$ cat src/rtl/midi_pkg.sv
// Shared types and constants for the MIDI message assembler.
// Optional channel filter is enabled by defining MIDI_CH_FILTER_EN.
package midi_pkg;

    typedef struct packed {
        logic [7:0] status;
        logic [6:0] d1;
        logic [6:0] d2;
    } msg_t;

    typedef enum logic [2:0] {
        S_IDLE,
        S_WAIT_D1,
        S_WAIT_D2,
        S_SYSEX,
        S_DISCARD
    } state_e;

    localparam logic [7:0] ST_NOTE_OFF = 8'h80;
    localparam logic [7:0] ST_NOTE_ON  = 8'h90;
    localparam logic [7:0] ST_PROG     = 8'hC0;
    localparam logic [7:0] ST_CHPRESS  = 8'hD0;
    localparam logic [7:0] SYSEX_START = 8'hF0;
    localparam logic [7:0] RT_BASE     = 8'hF8;

    function automatic logic is_one_data(input logic [7:0] status);
        return (status[7:4] == ST_PROG[7:4]) ||
               (status[7:4] == ST_CHPRESS[7:4]);
    endfunction

endpackage

$ cat src/rtl/midi_msg_fifo.sv
// Show-ahead message FIFO with same-cycle read/write and drop reporting.
// Pointers carry one extra wrap bit to tell full from empty.
module midi_msg_fifo
    import midi_pkg::*;
#(
    parameter int DEPTH = 4
) (
    input  logic clk,
    input  logic rst,
    input  logic wr_i,
    input  msg_t wdata_i,
    input  logic rd_i,
    output msg_t head_o,
    output logic empty_o,
    output logic full_o,
    output logic drop_o
);

    localparam int AW = $clog2(DEPTH);
    localparam logic [AW:0] PTR_ONE = {{AW{1'b0}}, 1'b1};

    logic [AW:0] wp_q;
    logic [AW:0] rp_q;
    msg_t        mem_q [DEPTH];
    logic        we;
    logic        re;

    assign empty_o = (wp_q == rp_q);
    assign full_o  = (wp_q[AW] != rp_q[AW]) &&
                     (wp_q[AW-1:0] == rp_q[AW-1:0]);
    assign re      = rd_i & ~empty_o;
    // A pop in the same cycle frees the slot the write needs.
    assign we      = wr_i & (~full_o | re);
    assign drop_o  = wr_i & full_o & ~re;
    assign head_o  = mem_q[rp_q[AW-1:0]];

    always_ff @(posedge clk or posedge rst) begin
        if (rst) begin
            wp_q <= '0;
            rp_q <= '0;
            for (int i = 0; i < DEPTH; i++) begin
                mem_q[i] <= '0;
            end
        end else begin
            if (we) begin
                mem_q[wp_q[AW-1:0]] <= wdata_i;
                wp_q <= wp_q + PTR_ONE;
            end
            if (re) begin
                rp_q <= rp_q + PTR_ONE;
            end
        end
    end

endmodule

$ cat src/rtl/midi_msg_assembler.sv
// MIDI byte stream to channel-voice message assembler with running status.
// Define MIDI_CH_FILTER_EN to add the ch_omni/ch_sel receive-channel filter.
module midi_msg_assembler
    import midi_pkg::*;
#(
    parameter int FIFO_DEPTH = 4
) (
    input  logic       reg_clk,
    input  logic       reset,
    input  logic       byteready,
    input  logic [7:0] midi_in_data,
    output logic       msg_valid,
    input  logic       msg_ready,
    output logic [7:0] msg_status,
    output logic [6:0] msg_data1,
    output logic [6:0] msg_data2,
    output logic       rt_valid,
    output logic [7:0] rt_byte,
    output logic       overflow,
    input  logic       overflow_clr
`ifdef MIDI_CH_FILTER_EN
    ,
    input  logic       ch_omni,
    input  logic [3:0] ch_sel
`endif
);

    logic       br_q;
    state_e     state_q, state_d;
    logic [7:0] rs_q, rs_d;
    logic [6:0] d1_q, d1_d;
    logic       emit_q, emit_d;
    msg_t       emsg_q, emsg_d;
    logic       rt_v_q, rt_v_d;
    logic [7:0] rt_b_q, rt_b_d;
    logic       ovf_q;

    logic       ev;
    logic       is_rt, is_sx, is_sc, is_ch;
    logic       ch_ok;
    logic [7:0] st2;
    msg_t       head;
    logic       empty, full, drop;

    assign ev    = byteready & ~br_q;
    assign is_rt = (midi_in_data >= RT_BASE);
    assign is_sx = (midi_in_data == SYSEX_START);
    assign is_ch = midi_in_data[7] & (midi_in_data[7:4] != 4'hF);
    assign is_sc = (midi_in_data[7:4] == 4'hF) & ~is_rt & ~is_sx;

`ifdef MIDI_CH_FILTER_EN
    assign ch_ok = ch_omni | (rs_q[3:0] == ch_sel);
`else
    assign ch_ok = 1'b1;
`endif

    // Note-on with zero velocity is reported as a note-off.
    assign st2 = ((rs_q[7:4] == ST_NOTE_ON[7:4]) &&
                  (midi_in_data[6:0] == 7'd0)) ?
                 {ST_NOTE_OFF[7:4], rs_q[3:0]} : rs_q;

    always_comb begin
        state_d = state_q;
        rs_d    = rs_q;
        d1_d    = d1_q;
        emit_d  = 1'b0;
        emsg_d  = emsg_q;
        rt_v_d  = 1'b0;
        rt_b_d  = rt_b_q;
        if (ev) begin
            unique case (1'b1)
                is_rt: begin
                    rt_v_d = 1'b1;
                    rt_b_d = midi_in_data;
                end
                is_ch: begin
                    rs_d    = midi_in_data;
                    state_d = S_WAIT_D1;
                end
                is_sx: begin
                    rs_d    = 8'h00;
                    state_d = S_SYSEX;
                end
                is_sc: begin
                    rs_d    = 8'h00;
                    state_d = S_DISCARD;
                end
                default: begin
                    case (state_q)
                        S_WAIT_D1: begin
                            d1_d = midi_in_data[6:0];
                            if (is_one_data(rs_q)) begin
                                emit_d = ch_ok;
                                emsg_d = '{rs_q, midi_in_data[6:0], 7'd0};
                            end else begin
                                state_d = S_WAIT_D2;
                            end
                        end
                        S_WAIT_D2: begin
                            emit_d  = ch_ok;
                            emsg_d  = '{st2, d1_q, midi_in_data[6:0]};
                            state_d = S_WAIT_D1;
                        end
                        default: ;
                    endcase
                end
            endcase
        end
    end

    always_ff @(posedge reg_clk or posedge reset) begin
        if (reset) begin
            br_q    <= 1'b1;
            state_q <= S_IDLE;
            rs_q    <= 8'h00;
            d1_q    <= 7'd0;
            emit_q  <= 1'b0;
            emsg_q  <= '0;
            rt_v_q  <= 1'b0;
            rt_b_q  <= 8'h00;
            ovf_q   <= 1'b0;
        end else begin
            br_q    <= byteready;
            state_q <= state_d;
            rs_q    <= rs_d;
            d1_q    <= d1_d;
            emit_q  <= emit_d;
            emsg_q  <= emsg_d;
            rt_v_q  <= rt_v_d;
            rt_b_q  <= rt_b_d;
            if (overflow_clr) begin
                ovf_q <= 1'b0;
            end else if (drop) begin
                ovf_q <= 1'b1;
            end
        end
    end

    midi_msg_fifo #(
        .DEPTH (FIFO_DEPTH)
    ) u_fifo (
        .clk     (reg_clk),
        .rst     (reset),
        .wr_i    (emit_q),
        .wdata_i (emsg_q),
        .rd_i    (msg_ready),
        .head_o  (head),
        .empty_o (empty),
        .full_o  (full),
        .drop_o  (drop)
    );

    assign msg_valid  = ~empty;
    assign msg_status = head.status;
    assign msg_data1  = head.d1;
    assign msg_data2  = head.d2;
    assign rt_valid   = rt_v_q;
    assign rt_byte    = rt_b_q;
    assign overflow   = ovf_q;

endmodule

$ cat config.mk
export PLATFORM = sky130hd
export DESIGN_NAME = midi_msg_assembler
export DESIGN_NICKNAME = d
export VERILOG_FILES = /design/src/rtl/midi_pkg.sv /design/src/rtl/midi_msg_fifo.sv /design/src/rtl/midi_msg_assembler.sv
export SDC_FILE = /design/constraint.sdc
export NUM_CORES = 1
export LEC_CHECK = 0
export CORE_MARGIN = 1.5
export CORE_UTILIZATION = 53
export DETAILED_ROUTE_END_ITERATION = 10
export GPL_TIMING_DRIVEN = 0
export HOLD_SLACK_MARGIN = 0.12
export PLACE_DENSITY = 0.76
export SLEW_MARGIN = 10
export SYNTH_ARGS = -nofsm -noshare
export SYNTH_HDL_FRONTEND = slang
export SYNTH_HIERARCHICAL = 1
export SYNTH_SLANG_ARGS = --single-unit
$ cat constraint.sdc
create_clock -name reg_clk -period 3 [get_ports reg_clk]
set_clock_uncertainty 0.15 [all_clocks]
set_input_delay 0.45 -clock reg_clk [delete_from_list [all_inputs] [get_ports reg_clk]]
set_output_delay 0.45 -clock reg_clk [all_outputs]
set_load 0.02 [all_outputs]
==> flow_summary_export.csv <==
group,metric,value,unit
synth,synth_edf_count,0,
synth,async_flop_share,100,%
synth,synthDistinctLibCells,41,
power_and_ir_drop,total_power,7360,uW
layout,drive_above_1_share,41.6,%
setup_path,cp.required,2400,ps
placed_design,io_buffers,43,
placed_design,dp_hpwl,8780,um
sta,finalHoldViolCount,0,
layout,syn_to_final_growth,19.4,%
placed_design,gp_congestion,0.827,
sta,setup_viol_count_final,0,
sta,fin_crit,2950,ps
synth,syn-cell-area,6540,um^2
synth,yosys_most_used_dff,"dfrtp_1",
floorplan,start_util,54.4,%
layout,fin_util,65.0,%
clock_network,cts-root-buf,"clkbuf_16",
setup_path,critPathLaunchType,"flop",
sta,slew-limit-headroom,58.4,%
synth,synth-seq-cells,146,
clock_network,cts_buffer_depth,2,
floorplan,row_count,40,
grt,grt_use_total,22.0,%
clock_network,cts_tree,"built",
setup_path,end_kind,"primary output",
clock_network,cts_sinks,146,
clock_network,cts_setup_buffers,0,
sta,max_freq,339,MHz
clock_network,cts_buffers,17,
grt,grt_overflow_total,0,
route,routed_wirelength,12800,um
floorplan,core-area,12000,um^2
min_path,hold_path_class,"primary input to async pin",
clock_network,cts.clk_slew.worst_paths,60,ps
floorplan,ioPinCount,46,
clock_network,clkLatencyLatePin,410,ps
route,top_layer_used,"met4",
power_and_ir_drop,leakage,0.00369,uW
route,drt_first_pass_iters,4,
route,vias,3695,
route,wl_met2,6240,um
route,drtAntennaViolNets,0,
synth,netlist_instances,410,
route,vias_per_cell,5.84,
outcome,status,"finished clean",
sta,tns,0,ps
grt,grt_max_degree,39,
floorplan,die_w,114,um
sta,rsz0062_at_grt,"false",
layout,final_common_cell,"dfrtp_1",
power_and_ir_drop,peakVddDrop,503,uV
synth,postSynthAreaPerCell,15.9,um^2
synth,syn_nets,428,
setup_path,path_max_fanout,15,
route,avgRoutedWirePerCell,20.2,um
route,dr.first_iter.drc_count,139,
grt,antenna_found_initial,0,
grt,grt_pass1_vias,4106,
floorplan,dieArea,13000,um^2
route,wl_met1,5850,um
setup_path,path_class,"flop to primary output",
sta,worst_pin_slew,620,ps
synth,ys_seq_area_share,55.9,%
sta,slew_viol_final,0,
flow_run,drv_cap,0,
route,drc,0,
synth,yosysWarnings,6,
layout,num-fill-cells,894,
floorplan,die_h,114,um
grt,grt_pass1_wl,21200,um
layout,final_cell_mix,"145 x dfrtp_1, 103 x mux2_2, 43 x clkdlybuf4s50_1",
route,routed-wl-met3,418,um
clock_network,h-tree-depth,4,
power_and_ir_drop,p_per_area,944,nW/um^2
layout,antenna_cells,0,
setup_path,cp.arrival,2350,ps
layout,fin_nets,492,
sta,hold_slack,269,ps
sta,finalCritPeriodShare,98.3,%
## cell usage after synthesis, types with 2 or more instances
master	number	area (um^2)
a22o_1	8	70.1
a32o_1	6	60.1
and2_1	6	37.5
buf_2	6	30.0
buf_6	12	135
clkbuf_1	3	11.3
dfrtp_1	145	3630
ha_1	5	62.6
inv_1	10	37.5
mux2_1	9	101
mux2_2	103	1160
mux2_4	11	165
mux4_2	22	495
nand2_1	6	22.5
nand2b_1	6	37.5
nand3b_1	2	15.0
nor2_1	9	33.8
nor2b_1	2	12.5
nor3_1	5	25.0
nor3b_2	3	37.5
nor4_1	3	18.8
o21ai_0	2	10.0
o21ai_2	2	17.5
o41ai_4	4	110
xnor2_1	3	26.3
xor2_1	2	17.5
## cell families (layout without fill, tap and decap cells)
logic type	after synthesis	count (layout)	synth area share [%]
multiplexers	146	146	29.6
flip-flops	146	146	55.9
AND/OR/NAND/NOR	44	44	3.87
buffers and inverters	33	109	3.46
AO/OA/AOI/OAI	29	29	5.09
XOR/XNOR	7	7	1.17
adder cells (fa/ha/maj)	5	5	0.957
## critical path, stage by stage (launching register included)
cell	delay, ps
dfrtp_1	390
buf_6	220
clkbuf_2	390
mux4_2	380
clkdlybuf4s50_1	550
## power breakdown
part | switching [uW] | internal [uW] | total, uW | leakage [uW]
logic | 1040 | 1250 | 2290 | 0.00149
registers | 494 | 2580 | 3070 | 0.00193
clock network | 757 | 1240 | 2000 | 0.000273
## sequential cells by signal, indices dropped and copies added, names as in the netlist
name and count:
br_q 1, d1_q 7, emit_q 1, emsg_q 22
overflow 1, rs_q 8, rt_byte 8, rt_valid 1
state_q 3, u_fifo/mem_q 88, u_fifo/rp_q 3, u_fifo/wp_q 3
## per-layer routing
metal  GRT usage (%)  vias to the layer above
met4            10.8                        0
met5               0                        -
met1            28.5                     1954
met2            35.0                       77
li1                -                     1643
met3            5.45                       21
## through the flow
step                      std cells  instance area (um^2)  worst slack [ps]
after floorplan                 410                  6540               947
after global placement          600                  7160               114
after detailed placement        603                  7220               261
after CTS                       633                  7780              7.26
after global routing            633                  7800              1.77
final                           633                  7800              51.0
## layout make-up
type	instances	area, um^2	area share (%)
plain buffers	22	199	2.55
clock inverters	4	47.5	0.609
repair buffers	46	490	6.28
clock buffers	27	513	6.57
flip-flops and latches	146	3650	46.8
well taps	147	184	2.36
inverters	10	41.3	0.529
multi-input cells	231	2680	34.3
## timing repair
| action | 4_1_cts | 5_1_grt |
|---|---|---|
| setup endpoints to repair | 19 | 13 |
| gates cloned | 0 | 0 |
| resized for setup | 3 | 4 |
| hold buffers | 0 | 0 |
## worst paths after layout
check                                     start                to  slack (ps)  cells after the start
worst max register to register   u_fifo/rp_q[1]  u_fifo/mem_q[62]         610                      6
worst max-delay path             u_fifo/rp_q[1]     msg_status[3]          50                      4
worst min register to register       rt_byte[4]        rt_byte[4]         320                      1
worst min-delay path                      reset        state_q[2]         270                      2
max in group asynchronous                 reset  u_fifo/mem_q[49]        1570                      4
min in group reg_clk            midi_in_data[3]         emsg_q[3]         280                      2
No activity file was read; power rests on OpenSTA's default activity.
